## config.mk

```make
export PLATFORM = sky130hd
export DESIGN_NAME = multicycle_control
export DESIGN_NICKNAME = d
export VERILOG_FILES = /design/src/rtl/ctrl_pkg.sv /design/src/rtl/multicycle_control.sv
export SDC_FILE = /design/constraint.sdc
export NUM_CORES = 1
export LEC_CHECK = 0
export BUFFER_PORTS_ARGS = -buffer_cell sky130_fd_sc_hd__buf_2
export CORE_ASPECT_RATIO = 1.4
export CORE_UTILIZATION = 31
export CTS_BUF_LIST = sky130_fd_sc_hd__clkbuf_16
export DETAILED_ROUTE_END_ITERATION = 10
export HOLD_SLACK_MARGIN = 0.05
export PLACE_DENSITY_LB_ADDON = 0.25
export REMOVE_ABC_BUFFERS = 1
export SETUP_SLACK_MARGIN = 0.05
export SLEW_MARGIN = 20
export SYNTH_ARGS = -nofsm -noshare
export SYNTH_HDL_FRONTEND = slang
export SYNTH_SLANG_ARGS = --single-unit
export TNS_END_PERCENT = 10
```

## constraint.sdc

```tcl
create_clock -name clk -period 1.52 [get_ports clk]
set_input_delay 0.076 -clock clk [delete_from_list [all_inputs] [get_ports clk]]
set_output_delay 0.076 -clock clk [all_outputs]
set_load 0.02 [all_outputs]
```

## src/rtl/ctrl_pkg.sv

```systemverilog
// Shared encodings for the multi-cycle core controller: FSM states, opcodes,
// ALU class codes and datapath mux selects.
package ctrl_pkg;

  typedef enum logic [3:0] {
    IDLE,
    FETCH,
    DECODE,
    EXEC_R,
    EXEC_I,
    MEM_ADDR,
    MEM_RD,
    MEM_WR,
    WB_R,
    WB_I,
    WB_MEM,
    BRANCH,
    JUMP,
    HALT
  } state_t;

  localparam logic [3:0] OP_R    = 4'b0000;
  localparam logic [3:0] OP_LW   = 4'b0001;
  localparam logic [3:0] OP_SW   = 4'b0010;
  localparam logic [3:0] OP_BEQ  = 4'b0011;
  localparam logic [3:0] OP_ORI  = 4'b0100;
  localparam logic [3:0] OP_ADDI = 4'b0101;
  localparam logic [3:0] OP_J    = 4'b0110;
  localparam logic [3:0] OP_HLT  = 4'b1111;

  localparam logic [1:0] ALU_RTYPE = 2'b00;
  localparam logic [1:0] ALU_SUB   = 2'b01;
  localparam logic [1:0] ALU_OR    = 2'b10;
  localparam logic [1:0] ALU_ADD   = 2'b11;

  localparam logic [1:0] SRCB_REGB = 2'b00;
  localparam logic [1:0] SRCB_ONE  = 2'b01;
  localparam logic [1:0] SRCB_SEXT = 2'b10;
  localparam logic [1:0] SRCB_ZEXT = 2'b11;

  localparam logic [1:0] PC_ALU    = 2'b00;
  localparam logic [1:0] PC_ALUOUT = 2'b01;
  localparam logic [1:0] PC_JUMP   = 2'b10;

endpackage

```

## src/rtl/multicycle_control.sv

```systemverilog
// Main sequencer of the multi-cycle RISC core: walks fetch/decode/execute/
// memory/writeback phases and drives every datapath enable and mux select.
module multicycle_control
  import ctrl_pkg::*;
(
  input  logic       clk,
  input  logic       rst_n,
  input  logic [3:0] opcode,
  input  logic       zero,
  input  logic       mem_ready,
  output logic       mem_req,
  output logic       mem_we,
  output logic       iord,
  output logic       ir_write,
  output logic       pc_write,
  output logic [1:0] pc_src,
  output logic       alu_src_a,
  output logic [1:0] alu_src_b,
  output logic [1:0] alu_op,
  output logic       reg_write,
  output logic       reg_dst,
  output logic       mem_to_reg,
  output logic       illegal_op,
  output logic       halted
);

  state_t r_state;
  state_t w_next;

  always_ff @(posedge clk or negedge rst_n) begin
    if (!rst_n) r_state <= IDLE;
    else        r_state <= w_next;
  end

  // Outputs decode purely from state (plus the few Mealy terms), so an
  // asynchronous reset to IDLE clears every strobe without a clock edge.
  always_comb begin
    w_next     = r_state;
    mem_req    = 1'b0;
    mem_we     = 1'b0;
    iord       = 1'b0;
    ir_write   = 1'b0;
    pc_write   = 1'b0;
    pc_src     = PC_ALU;
    alu_src_a  = 1'b0;
    alu_src_b  = SRCB_REGB;
    alu_op     = ALU_RTYPE;
    reg_write  = 1'b0;
    reg_dst    = 1'b0;
    mem_to_reg = 1'b0;
    illegal_op = 1'b0;
    halted     = 1'b0;
    case (r_state)
      IDLE: w_next = FETCH;
      FETCH: begin
        mem_req   = 1'b1;
        alu_src_b = SRCB_ONE;
        alu_op    = ALU_ADD;
        pc_src    = PC_ALU;
        ir_write  = mem_ready;
        pc_write  = mem_ready;
        if (mem_ready) w_next = DECODE;
      end
      DECODE: begin
        alu_src_b = SRCB_SEXT;
        alu_op    = ALU_ADD;
        case (opcode)
          OP_R:             w_next = EXEC_R;
          OP_LW, OP_SW:     w_next = MEM_ADDR;
          OP_BEQ:           w_next = BRANCH;
          OP_ORI, OP_ADDI:  w_next = EXEC_I;
          OP_J:             w_next = JUMP;
          OP_HLT:           w_next = HALT;
          default: begin
            w_next     = FETCH;
            illegal_op = 1'b1;
          end
        endcase
      end
      EXEC_R: begin
        alu_src_a = 1'b1;
        alu_src_b = SRCB_REGB;
        alu_op    = ALU_RTYPE;
        w_next    = WB_R;
      end
      WB_R: begin
        reg_write = 1'b1;
        reg_dst   = 1'b1;
        w_next    = FETCH;
      end
      EXEC_I: begin
        alu_src_a = 1'b1;
        if (opcode == OP_ORI) begin
          alu_src_b = SRCB_ZEXT;
          alu_op    = ALU_OR;
        end else begin
          alu_src_b = SRCB_SEXT;
          alu_op    = ALU_ADD;
        end
        w_next = WB_I;
      end
      WB_I: begin
        reg_write = 1'b1;
        w_next    = FETCH;
      end
      MEM_ADDR: begin
        alu_src_a = 1'b1;
        alu_src_b = SRCB_SEXT;
        alu_op    = ALU_ADD;
        w_next    = (opcode == OP_SW) ? MEM_WR : MEM_RD;
      end
      MEM_RD: begin
        mem_req = 1'b1;
        iord    = 1'b1;
        if (mem_ready) w_next = WB_MEM;
      end
      MEM_WR: begin
        mem_req = 1'b1;
        mem_we  = 1'b1;
        iord    = 1'b1;
        if (mem_ready) w_next = FETCH;
      end
      WB_MEM: begin
        reg_write  = 1'b1;
        mem_to_reg = 1'b1;
        w_next     = FETCH;
      end
      BRANCH: begin
        alu_src_a = 1'b1;
        alu_src_b = SRCB_REGB;
        alu_op    = ALU_SUB;
        pc_src    = PC_ALUOUT;
        pc_write  = zero;
        w_next    = FETCH;
      end
      JUMP: begin
        pc_write = 1'b1;
        pc_src   = PC_JUMP;
        w_next   = FETCH;
      end
      HALT: halted = 1'b1;
      default: w_next = IDLE;
    endcase
  end

endmodule
```

==> results.cfg <==
[place]
dp.cells = 132
gp_congestion = 0.851
dp_hpwl_um = 1170
portBuffers = 24
placed_area_sq_um = 721
place_ws_ns = 0.105

[cts]
htree_levels = 1
cts_tree = done
clkTransAtPathRegs_ns = 0.03
clk_latency_ns = 0.22
clockBufferDepth = 2
root_buffer = clkbuf_16
cts_sinks = 4
cts_buffers = 3

[synthesis]
yosysTopAreaCellShare = 0.172
ys_seq_elements = 4
postSynthAreaPerCell_sq_um = 6.31
yosys_warnings = 0
ys_top_cells_by_area = dfrtp_1, nor2_1, nand2b_1
synthFlopType = dfrtp_1
ys_types = 28
synth_edf_count = 0
synth_top_area_cell = dfrtp_1
async_flop_share = 1.00
synth_area_sq_um = 581
ys_seq_area_frac = 0.172
yosysMostFrequentCell = nor2_1
syn-instance-count = 92
synth_top_cells_by_count = nor2_1, nand2_1, o21ai_0

[worst_setup_path]
start_kind = flop
worstReg2RegEnd = r_state[3]
end_kind = output pin
timing.rr.start = r_state[2]
worst-path-max-fanout = 8
crit_end = pc_write
r2r_slack_ns = 0.11
critPathRequiredTime_ns = 1.44
cp.arrival_ns = 1.35
critPathKind = flop to output pin
r2r_cells = 3
cp-startpoint = r_state[1]

[timing]
hold_viol = 0
drv_slew = 0
tns_ns = 0
max_slew_margin = 0.812
finalSetupViolations = 0
finalClockSkew_ns = 0.00148
fin_crit_sh = 0.940
worst_slack_ns = 0.0915
worst_pin_slew_ns = 0.278
final.min_clock_period_ns = 1.43
fmax_mhz = 700
rsz0062_at_grt = yes

[run_status]
status = finished clean

[finish]
layout-drive-gt1-share = 0.375
fin_area_sq_um = 878
nets = 130
reg_top3 = r_state x4
fillers = 174
finalNonFillerCells = 140
syn2layout_area_growth_pct = 51.3
largest_reg_flops = 4
antenna_cells = 0
regMostFlops = r_state

[detailed_routing]
wl_um = 1670
drc = 0
ant_nets = 0
viasPerCell = 5.19
wire_per_inst_um = 11.9
num_vias = 727
first_pass_iters = 4
drt_iter0_drc = 20

[global_routing]
grt_overflow = 0
antenna_found_initial = 0
first_global_vias = 593
track_usage = 0.177
grt_max_degree = 18
grt_pass1_wl_um = 2640

[job]
cap_violations = 0

[min_path]
hp-class = primary input to asynchronous set/reset pin

[die]
io_pins = 25
dieArea_sq_um = 2050
rows = 18
die_w_um = 38.6
die_h_um = 53.2
core_area_sq_um = 1760
start_util = 0.330

[power]
vdd_drop_max_mv = 0.784
totalPowerFinal_mw = 1.75
power.density_nw_per_um2 = 1990
leakagePower_nw = 0.416
-- what timing repair did --
item | CTS | global route
setup endpoints to repair | 8 | 10
gates resized for setup | 5 | 9
hold buffers | 1 | 0
hold endpoints to repair | 4 | 0
setup buffers | 0 | 4
-- through the flow --
step	utilization	hold slack (ns)
after global routing	0.500	0.220
after CTS	0.467	0.197
after global placement	0.410	-0.113
after floorplan	-	-0.220
final	0.500	0.196
after detailed placement	0.410	-0.113
-- cells in the final DEF (no fill, tap or decap), types with 2 or more instances in the layout --
| master | Yosys | final |
|---|---|---|
| buf_2 | 4 | 25 |
| and3_1 | 3 | 3 |
| dfrtp_2 | 0 | 2 |
| dfrtp_1 | 4 | 2 |
| mux2i_1 | 3 | 3 |
| nand3_1 | 4 | 4 |
| buf_4 | 0 | 4 |
| nor3_1 | 4 | 3 |
| nand2_1 | 7 | 6 |
| a31oi_1 | 2 | 2 |
| nor2b_1 | 4 | 3 |
| buf_6 | 0 | 3 |
| a21oi_1 | 6 | 6 |
| xnor2_1 | 2 | 2 |
| nand2b_1 | 6 | 5 |
| clkbuf_16 | 0 | 3 |
| nor2_1 | 18 | 17 |
| nor2b_4 | 1 | 2 |
| o21ai_0 | 7 | 7 |
-- kinds of logic after synthesis --
group,after synthesis,synth area share
simple gates,49,0.422
compound gates,22,0.228
buf+inv,11,0.0797
flops,4,0.172
xor+xnor,3,0.0453
mux,3,0.0517
-- critical path, stage by stage (launching register included) --
cell      delay (ns)
dfrtp_2         0.47
buf_6           0.16
and3_1          0.14
a31oi_1         0.14
o21bai_1        0.07
buf_2           0.15
-- report_power, final --
| part | total (mW) | internal (mW) | switching [mW] | leakage (nW) |
|---|---|---|---|---|
| logic | 1.11 | 0.458 | 0.653 | 0.331 |
| registers | 0.224 | 0.149 | 0.0755 | 0.0479 |
| clock network | 0.412 | 0.336 | 0.0754 | 0.0370 |
-- metal layers --
| layer | up-vias | share of wire | global-route usage |
|---|---|---|---|
| li1 | 379 | - | - |
| met1 | 322 | 0.43 | 0.237 |
| met2 | 24 | 0.51 | 0.281 |
| met3 | 2 | 0.047 | 0.0252 |
| met4 | 0 | 0.0078 | 0.0632 |
| met5 | - | 0 | 0 |
-- cell type report --
type | instances | area (sq um) | share of cell area
Inverter | 3 | 12.5 | 0.0142
Timing Repair Buffer | 33 | 199 | 0.226
Sequential cell | 4 | 103 | 0.117
Tap cell | 20 | 25.0 | 0.0285
Multi-Input combinational cell | 77 | 464 | 0.528
Clock buffer | 3 | 75.1 | 0.0855
-- worst min path at each step --
stage | startpoint | end | slack (ns) | cells past startpoint
4_1_cts | rst_n | r_state[1] | 0.20 | 2
3_3_place_gp | rst_n | r_state[3] | -0.11 | 1
6_report | rst_n | r_state[0] | 0.20 | 2
3_5_place_dp | rst_n | r_state[3] | -0.11 | 1
2_1_floorplan | rst_n | r_state[0] | -0.22 | 0
5_1_grt | rst_n | r_state[3] | 0.22 | 2
Note: power is estimated with default switching activity, not from simulation.
